--- src/rtl/loop_settle_sched.sv ---
// loop_settle_sched: clocked fixed-point settle loop for t1=fb+data, t2=t1^{WIDTH{ctrl}}; optional LOOP_SETTLE_OSC_DETECT_EN adds period-2 oscillation detection
module loop_settle_sched #(
  parameter int WIDTH    = 16,
  parameter int MAX_ITER = 8,
  parameter int ITW      = $clog2(MAX_ITER + 1)
) (
  input  logic             i_clk,
  input  logic             i_rst_n,
  input  logic             i_valid,
  output logic             o_ready,
  input  logic [WIDTH-1:0] i_data,
  input  logic             i_control,
  output logic             o_valid,
  input  logic             i_ready,
  output logic [WIDTH-1:0] o_result,
  output logic [ITW-1:0]   o_iters,
  output logic             o_converged,
  output logic             o_osc,
  output logic             o_busy
);
  typedef enum logic [1:0] {S_IDLE, S_EVAL, S_DONE} state_t;
  state_t           r_state, w_next;
  logic [WIDTH-1:0] r_data, r_fb, r_result, w_t1, w_t2;
  logic [ITW-1:0]   r_iter, r_iters, w_n;
  logic             r_ctrl, r_conv, w_conv, w_lim, w_oscd, w_stop;
  assign w_t1   = r_fb + r_data;
  assign w_t2   = w_t1 ^ {WIDTH{r_ctrl}};
  assign w_n    = r_iter + ITW'(1);
  assign w_conv = w_t2 == r_fb;
  assign w_lim  = w_n == ITW'(MAX_ITER);
`ifdef LOOP_SETTLE_OSC_DETECT_EN
  logic [WIDTH-1:0] r_fb_prev;
  logic             r_prev_v, r_osc;
  assign w_oscd = r_prev_v && (w_t2 == r_fb_prev);
  assign o_osc  = r_osc;
  // previous feedback value and oscillation flag
  always_ff @(posedge i_clk or negedge i_rst_n) begin
    if (!i_rst_n) begin
      r_fb_prev <= '0;
      r_prev_v  <= 1'b0;
      r_osc     <= 1'b0;
    end else if (r_state == S_IDLE && i_valid) begin
      r_prev_v <= 1'b0;
    end else if (r_state == S_EVAL) begin
      if (w_stop) r_osc <= !w_conv && w_oscd;
      else begin
        r_fb_prev <= r_fb;
        r_prev_v  <= 1'b1;
      end
    end
  end
`else
  assign w_oscd = 1'b0;
  assign o_osc  = 1'b0;
`endif
  assign w_stop      = w_conv || w_oscd || w_lim;
  assign o_ready     = r_state == S_IDLE;
  assign o_busy      = r_state == S_EVAL;
  assign o_valid     = r_state == S_DONE;
  assign o_result    = r_result;
  assign o_iters     = r_iters;
  assign o_converged = r_conv;
  // state register
  always_ff @(posedge i_clk or negedge i_rst_n) begin
    if (!i_rst_n) r_state <= S_IDLE;
    else          r_state <= w_next;
  end
  // next-state: accept in IDLE, stop EVAL on a terminating iteration, release DONE on i_ready
  always_comb begin
    w_next = r_state;
    if (r_state == S_IDLE && i_valid)      w_next = S_EVAL;
    else if (r_state == S_EVAL && w_stop)  w_next = S_DONE;
    else if (r_state == S_DONE && i_ready) w_next = S_IDLE;
  end
  // job capture, one iteration per EVAL cycle, result latch on termination
  always_ff @(posedge i_clk or negedge i_rst_n) begin
    if (!i_rst_n) begin
      r_data   <= '0;
      r_ctrl   <= 1'b0;
      r_fb     <= '0;
      r_iter   <= '0;
      r_result <= '0;
      r_iters  <= '0;
      r_conv   <= 1'b0;
    end else if (r_state == S_IDLE && i_valid) begin
      r_data <= i_data;
      r_ctrl <= i_control;
      r_fb   <= '0;
      r_iter <= '0;
    end else if (r_state == S_EVAL) begin
      if (w_stop) begin
        r_result <= w_t1 & w_t2;
        r_iters  <= w_n;
        r_conv   <= w_conv;
      end else begin
        r_fb   <= w_t2;
        r_iter <= w_n;
      end
    end
  end
endmodule

--- config.mk ---
export PLATFORM = sky130hd
export DESIGN_NAME = loop_settle_sched
export DESIGN_NICKNAME = d
export VERILOG_FILES = /design/src/rtl/loop_settle_sched.sv
export SDC_FILE = /design/constraint.sdc
export NUM_CORES = 1
export LEC_CHECK = 0
export CORE_UTILIZATION = 33
export DETAILED_ROUTE_END_ITERATION = 8
export GPL_ROUTABILITY_DRIVEN = 0
export GPL_TIMING_DRIVEN = 0
export PLACE_DENSITY = 0.58
export SLEW_MARGIN = 20
export SYNTH_ARGS = -nofsm -noshare
export SYNTH_HDL_FRONTEND = slang
export SYNTH_SLANG_ARGS = --single-unit
--- constraint.sdc ---
create_clock -name i_clk -period 7.3 [get_ports i_clk]
set_clock_uncertainty 0.1 [all_clocks]
set_input_delay 1.095 -clock i_clk [delete_from_list [all_inputs] [get_ports i_clk]]
set_output_delay 1.095 -clock i_clk [all_outputs]
set_load 0.05 [all_outputs]
# Yosys cells after proc, flatten, opt, wreduce, memory -nomap -nowiden
# Cells that the tools add are included.
# totals
latchBits	0
out_inout_bits	25
regBits	60
memories	0
wordCells	36
romBits	0
ram_bits	0
inputBits	21
# classes
n_bitwise	3
n_reduce_logical	9
n_addsub	2
multipliers	0
div_mod_pow	0
n_eq_ne	5
n_lt_le_gt_ge	0
mux	9
shift	0
# ops
cell	count
16-bit 2-to-1 mux	3
16-bit adder	1
16-bit AND	1
16-bit == test	1
16-bit XOR	1
4-bit 2-to-1 mux	3
2-bit 2-to-1 mux	3
4-bit by 1-bit adder with 4-bit output, second input constant	1
4-bit == test, second input constant	1
1-bit logical AND	3
3-bit AND reduction	1
3-bit nonzero test	1
2-bit by 1-bit == test with 1-bit output, second input constant	1
2-bit == test, second input constant	1
2-bit logical NOT	1
2-bit by 1-bit != test with 1-bit output, second input constant	1
2-bit AND reduction	1
2-bit nonzero test	1
1-bit logical OR	1
1-bit NOT	1

# Depth between registers and ports, before layout
# logic_depth
ltp_word	7
mapped_depth	18
ltp_nobuf	16

# Least setup slack after synthesis
# No wires, ideal clock.
# synth_timing
kind	register -> register
startpoint	register r_fb[0]
endpoint	register r_iters[1] (netlist: o_iters[1])
n_path_buf	2
stages_incl_launch_ff	18
period_less_slack_ns	4.138
slack_ns	3.162
t_arrival_ns	3.911
setup_ns	0.128
path_cell_list	dfrtp_1 -> ha_1 -> inv_1 -> fa_1 -> nor2b_1 -> o21a_1 -> a311o_2 -> a311o_2 -> a311oi_2 -> xnor2_1 -> ha_1 -> xnor2_1 -> nor4_1 -> nand4_1 -> a21o_1 -> clkbuf_1 -> buf_2 -> mux2_1
# synth_via
elab_chain_cells	5
# synth_rtl
item	line_no	text
from (decl)	23	logic [WIDTH-1:0] r_data, r_fb, r_result, w_t1, w_t2;
from (signal assigned)	96	r_fb <= w_t2;
16-bit adder	26	assign w_t1 = r_fb + r_data;
16-bit XOR	27	assign w_t2 = w_t1 ^ {WIDTH{r_ctrl}};
16-bit == test *	29	assign w_conv = w_t2 == r_fb;
1-bit logical OR *	56	assign w_stop = w_conv || w_oscd || w_lim;
3-bit AND reduction (no line) *	--	
to (signal assigned)	93	r_iters <= w_n;
to (decl)	24	logic [ITW-1:0] r_iter, r_iters, w_n;
# Mark *: on every way between the ends. The rest lies on a longest branch, timed or not.
# A chain may end at the register's enable or synchronous reset.

# Worst setup path after layout
# layout_timing
startpoint	register r_fb[0]
endpoint	register r_result[3] (netlist: o_result[3])
# layout_via
elab_chain_cells	5
elab_cells_between_ends	6
# layout_rtl
item	line_no	text
16-bit adder	26	
16-bit XOR	27	
16-bit == test	29	
1-bit logical OR	56	
3-bit AND reduction (no line)	--	
to (signal assigned)	92	r_result <= w_t1 & w_t2;
to (decl)	23	
# Parallel ways exist; a longest one is shown, timed or not.

==> metrics.cfg <==
[floorplan]
start_util=0.3431
die-area_mm2=0.01062
die-width_um=103.0
fp.coreArea_mm2=0.009819
ios=46
die_h_um=103.0
num_rows=36

[worst_setup_path]
path_cells=ha_1, inv_1, fa_1, nor2b_1, o21a_1, a311o_2, a311o_2, a311oi_2, xnor2_1, ha_1, xnor2_1, nor4_1, nand4_1, a21o_1, clkbuf_1, buf_2, mux2_1
critPathKind=flop to flop
cp-end-kind=flop
cpMaxStageDelayCell=a311o_2
max_stage_delay_ps=430
crit_required_ps=7420
cp.arrival_ps=4850
start_kind=flop
crit_fanout=10

[place]
io_buffer_count=44
dp_hpwl_um=5387

[yosys]
synth_enable_flop_cells=0
synth_seq_area_share=0.4456
synthTopCellsByArea=dfrtp_1 45%, ha_1 12%, nand2_1 8.8%
synthDistinctLibCells=39
ys_ff_latch=60
synth_ff_type=dfrtp_1
syn_inst=326
async_flop_share=1.000
synth_warnings=0
synth_area_mm2=0.003369
syn_area_per_cell_um2=10.34
yosys.area.top_type=dfrtp_1
synth_nets=380
netlist.area_leader.share=0.4456
synthTopCellsByCount=79 x nand2_1, 60 x dfrtp_1, 32 x ha_1
yosysMostFrequentCell=nand2_1

[sta]
max_freq_ghz=0.2117
hold_viol=0
fin_crit_sh=0.6472
period_minus_slack_ps=4724
rsz0062_at_grt=false
slew_violations=0
setup_viol=0
tns_ps=0
whs_ps=387.8
relSlewSlack=0.5167
tightestPinTransition_ps=724.2

[cells_and_area]
fillCellCount=1008
num-nets-final=436
drive_gt1_frac=0.06477
diodes=0
layout.area.seq_mm2=0.001501
area_growth_pct=23.54
multi_input_area_mm2=0.001784

[run]
drv.max_cap_violation_count=0

[power_and_ir_drop]
powerDensity_mw_per_mm2=147.8
max-vdd-ir-drop_mv=0.07890
power.leakage_nw=2.039

[global_routing]
grt_max_degree=39
grt_pass1_wl_um=12110
antenna_found_initial=0
track_usage=0.1544
grt.overflow.total=0
grt_pass1_vias=2407

[outcome]
status=finished, final reports clean

[clock_tree]
cts_max_level=3
clk_latency_ps=340
numCtsBuffers=9
cts_sinks=60
cts_setup_buffers=0
cts_tree=built
post_cts_resized=0
clockBufferDepth=2
cts_root_buf=clkbuf_8
cts_hold_buf=0
path_clk_slew_ps=60

[routing]
route.vias.total=2456
finalWirelength_um=7272
via_per_inst=4.732
drtIter0Drc=73
ant_nets=0
dr.pass1.iters=4
route.detailed.drc=0
wl_per_cell_um=14.01

[hold_path]
hp-class=flop to flop

## where the power goes
| group | internal [mW] | switching (mW) | leakage, nW |
|---|---|---|---|
| Sequential | 0.333 | 0 | 0.802 |
| Clock | 0.139 | 0.124 | 0.0893 |
| Combinational | 0.0107 | 0.00925 | 1.15 |
## worst paths after layout
path	depth (start not counted)	start	slack, ps	endpoint
worst max-delay path	17	r_fb[0]	2580	o_result[3]
worst min-delay path	1	o_result[0]	390	o_result[0]
worst max register to register	17	r_fb[0]	2580	o_result[3]
worst min register to register	1	o_result[0]	390	o_result[0]
max in group asynchronous	2	i_rst_n	6060	o_result[13]
min in group asynchronous	1	i_rst_n	540	o_iters[3]
## sequential cells by signal, indices dropped and copies added, names as in the netlist
register and flops:
r_state 2, r_data 16, o_iters 4, o_converged 1, r_fb 16, r_ctrl 1
o_result 16, r_iter 4
## routing by layer
metal	wire, µm	vias up	GRT usage
li1	-	1220	-
met5	0	-	0
met3	265	9	0.03797
met1	3362	1181	0.2026
met4	96	0	0.05200
met2	3547	46	0.2492
## cells by family (layout without fill, tap and decap cells)
kind of cell,count (synthesis),in the layout,share of synthesized area
AO/OA/AOI/OAI,38,38,0.07278
other,1,1,0.001113
multiplexers,36,36,0.1140
flip-flops,60,60,0.4456
AND/OR/NAND/NOR,105,105,0.1311
adder cells (fa/ha/maj),33,33,0.1248
XOR/XNOR,33,33,0.08578
buffers and inverters,20,80,0.02488
## worst max-delay path: cells and delay by family, from the launching register on
family                     cells  cell delay [ps]
buffers and inverters          3              510
AOI/OAI and AO/OA              5             1570
and+or+nand+nor                3              670
adders and majority gates      3              700
muxes                          1              340
xor gates and xnor gates       2              300
DFF                            1              410
## layout make-up
cell class | instances | share of cell area
inverter | 8 | 0.007214
clock buffer | 13 | 0.03817
timing repair buffer | 45 | 0.1100
buffer | 12 | 0.01292
clock inverter | 2 | 0.002405
tap | 133 | 0.03998
multi-input combinational | 246 | 0.4286
sequential | 60 | 0.3607
## layout by cell type (no fill, tap or decap), types with 2 or more instances in the layout
cell type	Yosys	final
a311o_2	2	2
buf_4	1	2
o21ai_1	8	8
nor2b_1	5	5
nor2_1	6	6
o21ai_0	5	5
and3_1	2	2
clkdlybuf4s50_1	0	43
a21oi_1	9	9
mux2_1	18	18
ha_1	32	32
buf_2	4	4
xnor2_1	27	27
mux2i_1	17	17
inv_1	7	7
xor2_1	6	6
a31oi_1	2	2
clkbuf_1	7	9
nor4_1	4	4
a21o_1	4	4
nand3_1	3	3
a211oi_1	2	2
dfrtp_1	60	60
nand2_1	79	79
clkbuf_8	0	11
clkinv_2	0	2
## through the flow
step	std cells	power, mW	utilization	worst slack, ps	area [µm²]
6_report	519	0.6153	0.4239	2576	4163
5_1_grt	519	0.6399	0.4239	2280	4163
4_1_cts	519	0.6247	0.4239	2556	4163
3_5_place_dp	504	0.3596	0.4067	2571	3994
3_3_place_gp	503	0.3582	0.4049	2594	3976
2_1_floorplan	326	0.3405	-	3162	3369
Note: power is estimated with default switching activity, not from simulation.
